$ cat config.mk
export PLATFORM = sky130hd
export DESIGN_NAME = gate_sensor_decoder_flat
export DESIGN_NICKNAME = d
export VERILOG_FILES = /design/src/rtl/gate_sensor_decoder_if.sv /design/src/rtl/gate_sensor_decoder.sv /design/src/flat_wrapper.sv
export SDC_FILE = /design/constraint.sdc
export NUM_CORES = 1
export LEC_CHECK = 0
export CORE_AREA = 2 2 61 63
export DETAILED_ROUTE_END_ITERATION = 8
export DIE_AREA = 0 0 63 65
export GPL_TIMING_DRIVEN = 0
export SLEW_MARGIN = 10
export SYNTH_ARGS = -nofsm -noshare
export SYNTH_HDL_FRONTEND = slang
export SYNTH_SLANG_ARGS = --single-unit
$ cat constraint.sdc
create_clock -name clock -period 3.3 [get_ports clock]
set_clock_uncertainty 0.05 [all_clocks]
set_input_delay 0.825 -clock clock [delete_from_list [all_inputs] [get_ports clock]]
set_output_delay 0.825 -clock clock [all_outputs]
set_load 0.02 [all_outputs]
$ cat src/rtl/gate_sensor_decoder_if.sv
// Gate sensor decoder bus: raw beam inputs and qualified
// entry/exit events with occupancy status.
interface gate_sensor_decoder_if #(
  parameter int CNT_W = 4
);
  logic             sensor_outer;
  logic             sensor_inner;
  logic             enter;
  logic             exit;
  logic [CNT_W-1:0] occupancy;
  logic             full;
  logic             empty;
  logic             seq_error;

  modport master (
    output sensor_outer,
    output sensor_inner,
    input  enter,
    input  exit,
    input  occupancy,
    input  full,
    input  empty,
    input  seq_error
  );

  modport slave (
    input  sensor_outer,
    input  sensor_inner,
    output enter,
    output exit,
    output occupancy,
    output full,
    output empty,
    output seq_error
  );
endinterface

$ cat src/rtl/gate_sensor_decoder.sv
// Gate front-end: synchronise and debounce two beam sensors,
// decode travel direction, keep a saturating occupancy count.
module gate_sensor_decoder #(
  parameter int DEBOUNCE = 4,
  parameter int CAPACITY = 9,
  parameter int CNT_W    = 4
) (
  input logic clock,
  input logic reset_n,
  gate_sensor_decoder_if.slave bus
);

  localparam int DW = $clog2(DEBOUNCE + 1);
  localparam logic [DW-1:0] DB_LAST = DW'(DEBOUNCE - 1);
  localparam logic [CNT_W-1:0] CAP_M1 = CNT_W'(CAPACITY - 1);
  localparam logic [CNT_W-1:0] ONE = CNT_W'(1);

  typedef enum logic [2:0] {
    IDLE,
    IN_A,
    IN_AB,
    IN_B,
    OUT_B,
    OUT_BA,
    OUT_A
  } state_t;

  logic [1:0]    raw;
  logic [1:0]    sync1;
  logic [1:0]    sync2;
  logic [1:0]    filt;
  logic [DW-1:0] cnt [2];
  logic          upd;

  state_t           state;
  logic [CNT_W-1:0] occ;
  logic             enter_q;
  logic             exit_q;
  logic             err_q;
  logic             full_q;
  logic             empty_q;

  assign raw = {bus.sensor_outer, bus.sensor_inner};

  // bit 1 = outer beam, bit 0 = inner beam
  always_ff @(posedge clock) begin
    if (!reset_n) begin
      sync1  <= '0;
      sync2  <= '0;
      filt   <= '0;
      cnt[0] <= '0;
      cnt[1] <= '0;
      upd    <= 1'b0;
    end else begin
      sync1 <= raw;
      sync2 <= sync1;
      upd   <= 1'b0;
      for (int k = 0; k < 2; k++) begin
        if (sync2[k] == filt[k]) begin
          cnt[k] <= '0;
        end else if (cnt[k] == DB_LAST) begin
          filt[k] <= sync2[k];
          cnt[k]  <= '0;
          upd     <= 1'b1;
        end else begin
          cnt[k] <= cnt[k] + 1'b1;
        end
      end
    end
  end

  // The FSM only acts on a fresh filtered pair, so a held
  // illegal pattern reports a single error pulse.
  always_ff @(posedge clock) begin
    if (!reset_n) begin
      state   <= IDLE;
      occ     <= '0;
      enter_q <= 1'b0;
      exit_q  <= 1'b0;
      err_q   <= 1'b0;
      full_q  <= 1'b0;
      empty_q <= 1'b1;
    end else begin
      enter_q <= 1'b0;
      exit_q  <= 1'b0;
      err_q   <= 1'b0;
      if (upd) begin
        unique case (state)
          IDLE: begin
            case (filt)
              2'b10: state <= IN_A;
              2'b01: state <= OUT_B;
              2'b11: err_q <= 1'b1;
              default: ;
            endcase
          end
          IN_A: begin
            case (filt)
              2'b11: state <= IN_AB;
              2'b00: state <= IDLE;
              2'b01: begin
                state <= IDLE;
                err_q <= 1'b1;
              end
              default: ;
            endcase
          end
          IN_AB: begin
            case (filt)
              2'b01: state <= IN_B;
              2'b10: state <= IN_A;
              2'b00: begin
                state <= IDLE;
                err_q <= 1'b1;
              end
              default: ;
            endcase
          end
          IN_B: begin
            case (filt)
              2'b11: state <= IN_AB;
              2'b10: begin
                state <= IDLE;
                err_q <= 1'b1;
              end
              2'b00: begin
                state   <= IDLE;
                enter_q <= 1'b1;
                if (full_q) begin
                  err_q <= 1'b1;
                end else begin
                  occ     <= occ + ONE;
                  full_q  <= (occ == CAP_M1);
                  empty_q <= 1'b0;
                end
              end
              default: ;
            endcase
          end
          OUT_B: begin
            case (filt)
              2'b11: state <= OUT_BA;
              2'b00: state <= IDLE;
              2'b10: begin
                state <= IDLE;
                err_q <= 1'b1;
              end
              default: ;
            endcase
          end
          OUT_BA: begin
            case (filt)
              2'b10: state <= OUT_A;
              2'b01: state <= OUT_B;
              2'b00: begin
                state <= IDLE;
                err_q <= 1'b1;
              end
              default: ;
            endcase
          end
          OUT_A: begin
            case (filt)
              2'b11: state <= OUT_BA;
              2'b01: begin
                state <= IDLE;
                err_q <= 1'b1;
              end
              2'b00: begin
                state  <= IDLE;
                exit_q <= 1'b1;
                if (empty_q) begin
                  err_q <= 1'b1;
                end else begin
                  occ     <= occ - ONE;
                  empty_q <= (occ == ONE);
                  full_q  <= 1'b0;
                end
              end
              default: ;
            endcase
          end
          default: state <= IDLE;
        endcase
      end
    end
  end

  assign bus.enter     = enter_q;
  assign bus.exit      = exit_q;
  assign bus.seq_error = err_q;
  assign bus.occupancy = occ;
  assign bus.full      = full_q;
  assign bus.empty     = empty_q;

endmodule

$ cat src/flat_wrapper.sv
// flat-port wrapper written by rule: the top's interface ports become plain ports
module gate_sensor_decoder_flat 
#(
  parameter int DEBOUNCE = 4,
  parameter int CAPACITY = 9,
  parameter int CNT_W    = 4
)
  (clock, reset_n, bus_sensor_outer, bus_sensor_inner, bus_enter, bus_exit, bus_occupancy, bus_full, bus_empty, bus_seq_error);
  gate_sensor_decoder_if #(.CNT_W(CNT_W)) bus_i ();
  input logic clock;
  input logic reset_n;
  input wire logic [$bits(bus_i.sensor_outer)-1:0] bus_sensor_outer;
  input wire logic [$bits(bus_i.sensor_inner)-1:0] bus_sensor_inner;
  output wire logic [$bits(bus_i.enter)-1:0] bus_enter;
  output wire logic [$bits(bus_i.exit)-1:0] bus_exit;
  output wire logic [$bits(bus_i.occupancy)-1:0] bus_occupancy;
  output wire logic [$bits(bus_i.full)-1:0] bus_full;
  output wire logic [$bits(bus_i.empty)-1:0] bus_empty;
  output wire logic [$bits(bus_i.seq_error)-1:0] bus_seq_error;
  assign bus_i.sensor_outer = bus_sensor_outer;
  assign bus_i.sensor_inner = bus_sensor_inner;
  assign bus_enter = bus_i.enter;
  assign bus_exit = bus_i.exit;
  assign bus_occupancy = bus_i.occupancy;
  assign bus_full = bus_i.full;
  assign bus_empty = bus_i.empty;
  assign bus_seq_error = bus_i.seq_error;
  gate_sensor_decoder #(.DEBOUNCE(DEBOUNCE), .CAPACITY(CAPACITY), .CNT_W(CNT_W)) u_core (.clock(clock), .reset_n(reset_n), .bus(bus_i));
endmodule
**Word-level counts from Yosys, hierarchy flattened**

Memories as Yosys holds them, arrays and structs flattened.
Index checks and enable logic that the tools add are counted.

- Add/subtract/negate cells: 4
- Equal/unequal tests: 26
- Multiplexer cells: 63
- Bitwise logic cells: 8
- Reduce and logical (&&, ||, !) cells: 15

Operator list:

| cell | number |
|---|---|
| $mux W1 | 39 |
| $pmux W3 S2 | 5 |
| $pmux W3 S7 | 1 |
| $mux W3 | 6 |
| $pmux W3 S3 | 2 |
| $mux W4 | 4 |
| $eq A3 B2 Y1 const B | 4 |
| $reduce_and A5 Y1 | 2 |
| $eq A3 B3 Y1 const B | 3 |
| $ne A3 B2 Y1 const B | 3 |
| $pmux W1 S2 | 4 |
| $pmux W4 S2 | 1 |
| $reduce_and A8 Y1 | 1 |
| $add A3 B1 Y3 const B | 2 |
| $or A1 B1 Y1 | 6 |
| $pmux W1 S6 | 1 |
| $reduce_and A2 Y1 | 3 |
| $reduce_and A3 Y1 | 2 |
| $reduce_and A6 Y1 | 1 |
| $reduce_or A2 Y1 | 3 |
| $add A4 B1 Y4 const B | 1 |
| $eq A2 B2 Y1 const B | 2 |
| $eq A4 B1 Y1 const B | 1 |
| $eq A4 B4 Y1 const B | 1 |
| 14 further kinds | 18 |

- Flip-flop bits (word level): 19
- Bits in writable memories: 6
- Input port bits: 4
- Output and inout port bits: 9
- Memories: 1

Memories:

| memory | words | width | read ports | clocked after memory_dff | write ports | RTL line | RTL |
|---|---|---|---|---|---|---|---|
| u_core.cnt | 2 | 3 | 2 | 0 | 2 | gate_sensor_decoder.sv:32 | `logic [DW-1:0] cnt [2];` |

**Logic depth before layout (Yosys ltp)**

Gate-level depths: netlist (run 1).

- Depth after elaboration: 7
- Depth in mapped cells: 8
- Gate-level depth less buffers: 7

**Least setup slack after synthesis (run 1)**

Ideal clock, no wire load.

- Path kind: register to register
- Start point: register u_core.filt[0]
- End point: register u_core.occ[2] (netlist: u_core.bus.occupancy[2])
- Arrival: 1.673 ns
- Required time: 3.174 ns
- Slack: 1.502 ns
- Stages on the path, launching flop included: 8
- Path buffers: 1
- Cell sequence: dfxtp_1 > inv_1 > ha_1 > clkbuf_1 > nor2b_1 > o221ai_2 > or3_1 > a21boi_0

- Word-level cells in the longest chain between the ends: 3
- Elaborated cells between the ends (all ways): 4
- Classes of those cells: eq/ne (2); reduce/logical (2)

RTL lines:

| what | RTL line | RTL |
|---|---|---|
| start: declaration | gate_sensor_decoder.sv:31 | `logic [1:0] filt;` |
| start signal: indexed assignment | gate_sensor_decoder.sv:62 | `filt[k] <= sync2[k];` |
| $logic_not A2 Y1 * | gate_sensor_decoder.sv:120, gate_sensor_decoder.sv:163 |  |
| $ne A2 B1 Y1 (no line) | n/a |  |
| $reduce_and A6 Y1 (no line) * | n/a |  |
| end signal: assignment | gate_sensor_decoder.sv:132 | `occ <= occ + ONE;` |
| end signal: assignment | gate_sensor_decoder.sv:175 | `occ <= occ - ONE;` |
| end: declaration | gate_sensor_decoder.sv:36 | `logic [CNT_W-1:0] occ;` |

Every way passes the cells marked *; elsewhere a longest branch is shown, timed or not.
A chain may end at the register's enable or synchronous reset.

**Final worst setup path (run 1)**

- Start point: register u_core.occ[0] (netlist: u_core.bus.occupancy[0])
- End point: output port bus_occupancy[0]

RTL lines:

| what | RTL line | RTL |
|---|---|---|
| end: declaration | flat_wrapper.sv:16 | `output wire logic [$bits(bus_i.occupancy)-1:0] bus_occupancy;` |

No word-level cell between the ends.

==> summary.md, run 1 <==
| Metric | Value |
|---|---|
| Run status | finished clean |
| Fraction of synthesis flops using an asynchronous set or reset pin | 0 |
| Maximum Capacitance Violations | 0 |
| Width of the die | 63 um |
| CTS tree | built |
| Overall routing resource usage | 0.147 |
| Largest stage delay on the critical path | 0.65 ns |
| Sequential share of power | 0.655 |
| Total Die Area | 4100 um2 |
| Power density relative to cell area | 286 nW/um2 |
| Proportion of layout cells with a drive suffix above 1 | 0.0950 |
| Switching power as a share of total power | 0.234 |
| Average cell area after synthesis | 9.51 um2 |
| Post-route ant nets | 0 |
| Data required time at the worst endpoint | 2.42 ns |
| Number of cell rows | 22 |
| Area Overhead vs Synth | 15.2% |
| Initial antenna violation count | 0 |
| Largest voltage drop on the vdd net | 0.205 mV |
| Effective utilization at floorplan | 0.430 |
| Proportion of netlist area held by the largest area contributor | 0.253 |
| Int Pwr | 380 uW |
| First-pass GRT wire length | 4.76 mm |
| Boundary pin count | 13 |
| Post-synthesis cell count | 158 |
| Startpoint-to-endpoint class of the critical path | reg2out |
| Cell breakdown of the critical path | clkdlybuf4s50_1 |
| CP endpoint kind | output pin |
| Pleak | 0.000710 uW |
| Unrepaired setup endpoints after global routing | false |
| Max Transition Viols Final | 0 |
| Footprint of the multi-input gates | 873 um2 |
| Fill cell count | 345 |
| Vertical die dimension | 65 um |
| Cell area after synthesis | 1500 um2 |
| Logic gate share of total power | 0.056 |
| Detail Placement HPWL | 2.12 mm |
| Final GP Congestion | 0.903 |
| Post-CTS Setup Inserts | 0 |
| Net switching power | 116 uW |
| Clk sinks | 25 |
| Length of routed met3 wiring | 103 um |
| Highest routing layer actually used | met4 |
| Worst-margin pin slew | 0.677 ns |
| Inserted Clock Buffers | 3 |
| Diodes inserted | 0 |
| Deepest clock path buffer count | 2 |
| Synthesized flop and latch total | 25 |
| Metal-1 WL | 1.29 mm |
| Worst path buffer plus inverter count | 1 |
| Kind of cell with the highest combined delay on the critical path | buffers and inverters |
| Worst endpoint data arrival time | 1.46 ns |
| Cell types occupying the most area after synthesis | sky130_fd_sc_hd__dfxtp_1 25%, sky130_fd_sc_hd__edfxtp_1 12%, sky130_fd_sc_hd__ha_1 11% |
| Via density | 5.19 |
| Final hold violation count | 0 |
| Root Buffer | sky130_fd_sc_hd__clkbuf_4 |
| Fraction of the yosys area taken by sequential cells | 0.373 |
| Worst-path cell with the longest stage delay | sky130_fd_sc_hd__clkdlybuf4s50_1 |
| Detailed-routed wire length on met2 | 1.35 mm |
| CP Max Fanout | 7 |
| Post-layout util | 0.495 |
| Overflow after GRT | 0 |
| Largest net degree at the start of global routing | 16 |
| Maximum level of the CTS H-tree | 1 |
| Synth area leader | sky130_fd_sc_hd__dfxtp_1 |
| Worst min path class | reg2reg |
| Post-route fraction of the period consumed by the critical path | 0.707 |
| Final setup violating endpoints | 0 |
| Routed wirelength normalized by instance count | 12.3 um |
| Type of element launching the critical path | flip-flop |
| Timing-limited maximum frequency | 0.429 GHz |
| Proportion of power drawn by the clock network | 0.290 |
| Number of different library cells in the post-synthesis netlist | 49 |
| Tightest slew margin relative to the limit | 0.543 |
| Via count | 1178 |
| Quantity of I/O buffers inserted on ports | 12 |
| Most instantiated flip-flop cell in the synthesis netlist | sky130_fd_sc_hd__dfxtp_1 |
| FF/Latch Area | 561 um2 |
| Count of hold-fix buffers inserted at cts | 0 |
| Pre-Repair DR Iteration Count | 5 |
| DRC marker count from the first detailed-route iteration | 70 |
| PostCTS Resize Cnt | 0 |
| Number of synthesis warnings | 0 |
| Clock period minus worst slack | 2.33 ns |
| Drc violations | 0 |
| Placeable core region | 3500 um2 |
| Aggregate negative setup slack | 0 ns |
| Reg clk slew, reported paths | 0.15 ns |
| Post-layout nets | 197 |
| Final Routed Wirelength | 2.79 mm |
| Clock latency of the later-clocked register in the worst-skew pair | 0.32 ns |
| Post-synth EDFFs | 6 |
| Vias in the first global route | 1120 |
-- cells by family after synthesis --
kind of cell	synth area share
other	0.00250
AND/OR/NAND/NOR	0.231
XOR/XNOR	0.0291
AO/OA/AOI/OAI	0.170
multiplexers	0.0275
flip-flops	0.373
buffers and inverters	0.0583
adder cells (fa/ha/maj)	0.108
-- final cells by class --
cell class | count | area share
Buffer | 9 | 0.0311
Clock buffer | 3 | 0.0130
Clock inverter | 1 | 0.00434
Inverter | 9 | 0.0195
Multi-Input combinational cell | 120 | 0.504
Sequential cell | 25 | 0.324
Tap cell | 48 | 0.0347
Timing Repair Buffer | 12 | 0.0694
-- metal layers --
layer,up-vias,global-route usage
met5,-,0
met4,0,0.0639
met3,6,0.0330
met2,23,0.249
met1,552,0.179
li1,597,-
-- registers in the layout (all words and copies together) (netlist names), 2 cells and up --
register	flops
u_core.filt	2
u_core.state	3
u_core.cnt	6
u_core.bus.occupancy	4
u_core.sync2	2
u_core.sync1	2
-- per-stage QoR --
| stage | total power (uW) | std cells | setup WS, ns | cell area, um2 | hold slack (ns) |
|---|---|---|---|---|---|
| finish | 496 | 227 | 0.967 | 1730 | 0.407 |
| global route | 523 | 227 | 0.904 | 1730 | 0.447 |
| CTS | 506 | 227 | 0.954 | 1730 | 0.415 |
| detailed placement | 359 | 223 | 1.17 | 1700 | 0.377 |
| global placement | 358 | 223 | 1.16 | 1700 | 0.366 |
| floorplan | 348 | 163 | 1.50 | 1520 | 0.362 |
-- power groups by stage --
stage                     Clock (uW)  Combinational [uW]  Sequential [uW]
after global routing             165                31.9              326
after detailed placement           0                27.7              331
after CTS                        153                27.9              325
after floorplan                    0                16.6              331
final                            144                27.7              325
after global placement             0                27.5              331
-- synthesized netlist by cell type (2+ instances only) --
cell                        n
sky130_fd_sc_hd__dfxtp_1   19
sky130_fd_sc_hd__nor2b_1    5
sky130_fd_sc_hd__o21ai_0    4
sky130_fd_sc_hd__inv_1      9
sky130_fd_sc_hd__nand4_1    3
sky130_fd_sc_hd__a21oi_1    5
sky130_fd_sc_hd__nand3b_1   3
sky130_fd_sc_hd__a22oi_1    2
sky130_fd_sc_hd__nand2_1   10
sky130_fd_sc_hd__o211ai_1   2
sky130_fd_sc_hd__xor2_1     3
sky130_fd_sc_hd__clkbuf_1   5
sky130_fd_sc_hd__o211a_1    2
sky130_fd_sc_hd__nor3_1     6
sky130_fd_sc_hd__xnor2_1    2
sky130_fd_sc_hd__nand3_1    3
sky130_fd_sc_hd__a31oi_1    2
sky130_fd_sc_hd__a21boi_0   3
sky130_fd_sc_hd__nor2_1    11
sky130_fd_sc_hd__edfxtp_1   6
sky130_fd_sc_hd__o22ai_1    3
sky130_fd_sc_hd__mux2i_1    3
sky130_fd_sc_hd__and2_1     7
sky130_fd_sc_hd__ha_1      13
sky130_fd_sc_hd__buf_6      2
sky130_fd_sc_hd__nand2b_1   2
-- layout by cell type, fill, tap and decap left out, types with 3 or more instances in the layout --
cell	instances
sky130_fd_sc_hd__nand3_1	3
sky130_fd_sc_hd__inv_1	9
sky130_fd_sc_hd__ha_1	13
sky130_fd_sc_hd__clkbuf_1	5
sky130_fd_sc_hd__nand3b_1	3
sky130_fd_sc_hd__clkbuf_4	3
sky130_fd_sc_hd__nor2b_1	5
sky130_fd_sc_hd__a21oi_1	5
sky130_fd_sc_hd__nand2_1	10
sky130_fd_sc_hd__nor2_1	11
sky130_fd_sc_hd__edfxtp_1	6
sky130_fd_sc_hd__mux2i_1	3
sky130_fd_sc_hd__nand4_1	3
sky130_fd_sc_hd__dfxtp_1	19
sky130_fd_sc_hd__nor3_1	6
sky130_fd_sc_hd__clkdlybuf4s50_1	12
sky130_fd_sc_hd__o21ai_0	4
sky130_fd_sc_hd__a21boi_0	3
sky130_fd_sc_hd__o22ai_1	3
sky130_fd_sc_hd__conb_1	6
sky130_fd_sc_hd__xor2_1	3
sky130_fd_sc_hd__and2_1	7
-- path summary, 6_finish.rpt --
path	slack (ns)	cells after the start	to	from
max	0.97	1	bus_occupancy[0]	u_core.bus.occupancy[0]
min	0.41	1	u_core.sync2[0]	u_core.sync1[0]
max reg2reg	1.17	7	u_core.bus.occupancy[2]	u_core.filt[0]
min reg2reg	0.41	1	u_core.sync2[0]	u_core.sync1[0]
Note: power is estimated with default switching activity, not from simulation.
==> run 2, diff against run 1 <==
--- a/config.mk
+++ b/config.mk
@@ -9,6 +9,7 @@
 export DETAILED_ROUTE_END_ITERATION = 8
 export DIE_AREA = 0 0 63 65
 export GPL_TIMING_DRIVEN = 0
+export PLACE_DENSITY = 0.66
 export SLEW_MARGIN = 10
 export SYNTH_ARGS = -nofsm -noshare
 export SYNTH_HDL_FRONTEND = slang
==> constraint.sdc (replaced) <==
create_clock -name clock -period 2.1 [get_ports clock]
set_clock_uncertainty 0.05 [all_clocks]
set_input_delay 0.525 -clock clock [delete_from_list [all_inputs] [get_ports clock]]
set_output_delay 0.525 -clock clock [all_outputs]
set_load 0.02 [all_outputs]
==> summary.md, run 2 (synthesis gave the netlist of run 1 again) <==
| Metric | Value |
|---|---|
| Worst path buffer plus inverter count | 1 (unchanged) |
| Metal-1 WL | 1.33 mm (was 1.29 mm) |
| Deepest clock path buffer count | 2 (unchanged) |
| Detailed-routed wire length on met2 | 1.51 mm (was 1.35 mm) |
| Maximum Capacitance Violations | 0 (unchanged) |
| Final Routed Wirelength | 2.97 mm (was 2.79 mm) |
| Max Transition Viols Final | 0 (unchanged) |
| Pleak | 0.000720 uW (was 0.000710 uW) |
| Startpoint-to-endpoint class of the critical path | reg2reg (was reg2out) |
| Highest routing layer actually used | met4 (unchanged) |
| Most frequent cells in the layout | 17 x sky130_fd_sc_hd__dfxtp_1, 12 x sky130_fd_sc_hd__ha_1, 12 x sky130_fd_sc_hd__clkdlybuf4s50_1 (was 19 x sky130_fd_sc_hd__dfxtp_1, 13 x sky130_fd_sc_hd__ha_1, 12 x sky130_fd_sc_hd__clkdlybuf4s50_1) |
| DRC marker count from the first detailed-route iteration | 91 (was 70) |
| Worst endpoint data arrival time | 2.18 ns (was 1.46 ns) |
| CTS tree | built (unchanged) |
| Largest net degree at the start of global routing | 14 (was 16) |
| Length of routed met3 wiring | 111 um (was 103 um) |
| Worst min path class | reg2reg (unchanged) |
| Most common library cell in the layout ignoring fill and taps | sky130_fd_sc_hd__dfxtp_1 (unchanged) |
| Number of cell rows | 22 (unchanged) |
| Power density relative to cell area | 448 nW/um2 (was 286 nW/um2) |
| Boundary pin count | 13 (unchanged) |
| Number of cells after detailed placement | 223 (unchanged) |
| Final setup violating endpoints | 0 (unchanged) |
| Post-CTS Setup Inserts | 0 (unchanged) |
| Fill cell count | 348 (was 345) |
| Largest register FFs | 6 (unchanged) |
| Pre-Repair DR Iteration Count | 4 (was 5) |
| Post-route fraction of the period consumed by the critical path | 0.952 |
| Kind of cell with the highest combined delay on the critical path | compound AO/OA/AOI/OAI gates (was buffers and inverters) |
| CP Max Fanout | 7 (unchanged) |
| Cell breakdown of the critical path | inv_1, ha_1, nor3_1, o21a_1, a2111oi_4, o211ai_1, o211a_1 (was clkdlybuf4s50_1) |
| Count of placed standard cells in the final layout, fillers left out | 226 (was 227) |
| Width of the die | 63 um (unchanged) |
| Final GP Congestion | 0.829 (was 0.903) |
| Total Die Area | 4100 um2 (unchanged) |
| Diodes inserted | 0 (unchanged) |
| Maximum level of the CTS H-tree | 1 (unchanged) |
| Placeable core region | 3500 um2 (unchanged) |
| Final hold violation count | 0 (unchanged) |
| Overall routing resource usage | 0.159 (was 0.147) |
| Placement Setup Slack | -0.0349 ns (was 1.17 ns) |
| Vias in the first global route | 1130 (was 1120) |
| Largest stage delay on the critical path | 0.44 ns (was 0.65 ns) |
| Timing-limited maximum frequency | 0.500 GHz |
| Via density | 5.20 (was 5.19) |
| Post-route ant nets | 0 (unchanged) |
| First-pass GRT wire length | 5.16 mm (was 4.76 mm) |
| Worst-path cell with the longest stage delay | sky130_fd_sc_hd__a2111oi_4 (was sky130_fd_sc_hd__clkdlybuf4s50_1) |
| Effective utilization at floorplan | 0.430 (unchanged) |
| Count of hold-fix buffers inserted at cts | 0 (unchanged) |
| Detail Placement HPWL | 2.24 mm (was 2.12 mm) |
| Reg clk slew, reported paths | 0.15 ns (about the same) |
| PostCTS Resize Cnt | 0 (unchanged) |
| Clock latency of the later-clocked register in the worst-skew pair | 0.32 ns (about the same) |
| Drc violations | 0 (unchanged) |
| R2R setup slack | 0.1 ns (was 1.17 ns) |
| Routed wirelength normalized by instance count | 13.1 um (was 12.3 um) |
| Post-layout util | 0.497 (was 0.495) |
| Post-layout nets | 196 (was 197) |
| Via count | 1175 (was 1178) |
| Inserted Clock Buffers | 3 (unchanged) |
| Register with the most flip-flops | u_core.cnt (unchanged) |
| Vertical die dimension | 65 um (unchanged) |
| Overflow after GRT | 0 (unchanged) |
| Aggregate negative setup slack | 0 ns (unchanged) |
| Clk sinks | 25 (unchanged) |
| Area Overhead vs Synth | 15.6% (was 15.2%) |
| CP endpoint kind | flip-flop (was output pin) |
| Initial antenna violation count | 0 (unchanged) |
| Unrepaired setup endpoints after global routing | true (was false) |
| Run status | finished clean (unchanged) |
| Type of element launching the critical path | flip-flop (unchanged) |
| Worst Setup Slack, final | 0.0998 ns (was 0.967 ns) |
| Data required time at the worst endpoint | 2.28 ns (was 2.42 ns) |
| Clock period minus worst slack | 2.00 ns |
| Worst Hold Margin | 0.401 ns (was 0.407 ns) |
| Root Buffer | sky130_fd_sc_hd__clkbuf_4 (unchanged) |
| Largest voltage drop on the vdd net | 0.309 mV (was 0.205 mV) |
| Proportion of layout cells with a drive suffix above 1 | 0.112 (was 0.0950) |
| Quantity of I/O buffers inserted on ports | 12 (unchanged) |
-- run 2: cell types whose count changed in the layout (fill, tap and decap cells not counted) --
| cell | before | now |
|---|---|---|
| sky130_fd_sc_hd__o41ai_1 | 1 | 0 |
| sky130_fd_sc_hd__clkinvlp_4 | 1 | 0 |
| sky130_fd_sc_hd__o41ai_2 | 0 | 1 |
| sky130_fd_sc_hd__dfxtp_1 | 19 | 17 |
| sky130_fd_sc_hd__ha_2 | 0 | 1 |
| sky130_fd_sc_hd__dfxtp_2 | 0 | 2 |
| sky130_fd_sc_hd__ha_1 | 13 | 12 |
-- run 2: cell type report --
type / instances / area, um2 / area share
multi-input combinational: 120 / 883 / 0.509
sequential: 25 / 563 / 0.324
timing repair buffer: 12 / 120 / 0.0692
tap: 48 / 60.1 / 0.0346
buffer: 8 / 50.0 / 0.0288
inverter: 9 / 33.8 / 0.0195
clock buffer: 4 / 26.3 / 0.0151
-- run 2: stage by stage --
step	total power (uW)	instance area [um2]
final	777	1740
after CTS	783	1720
after detailed placement	565	1700
after floorplan	547	1520
after global placement	563	1700
after global routing	815	1740
-- run 2: metal layers --
metal / global-route usage / vias to the layer above
met5: 0 / -
met2: 0.275 / 23
met1: 0.202 / 559
li1: - / 591
met3: 0.0260 / 2
met4: 0.0500 / 0
-- run 2: path summary, 6_finish.rpt --
| path | startpoint | end | cells after the start |
|---|---|---|---|
| max | u_core.filt[0] | u_core.state[2] | 7 |
| min | u_core.sync1[1] | u_core.sync2[1] | 1 |
| max reg2reg | u_core.filt[0] | u_core.state[2] | 7 |
| min reg2reg | u_core.sync1[1] | u_core.sync2[1] | 1 |
-- run 2: power by group --
group | leakage [uW] | switching, uW | internal (uW) | total (uW)
logic | 0.000488 | 24.1 | 21.0 | 45.1
registers | 0.000217 | 6.54 | 503 | 510
clock network | 0.0000150 | 148 | 74.2 | 222
==> run 3, diff against run 2 <==
--- a/config.mk
+++ b/config.mk
@@ -5,6 +5,7 @@
 export SDC_FILE = /design/constraint.sdc
 export NUM_CORES = 1
 export LEC_CHECK = 0
+export CAP_MARGIN = 20
 export CORE_AREA = 2 2 61 63
 export DETAILED_ROUTE_END_ITERATION = 8
 export DIE_AREA = 0 0 63 65
==> results of run 3 <==
Same layout as run 2: the final DEF is identical, and so are final timing and power.
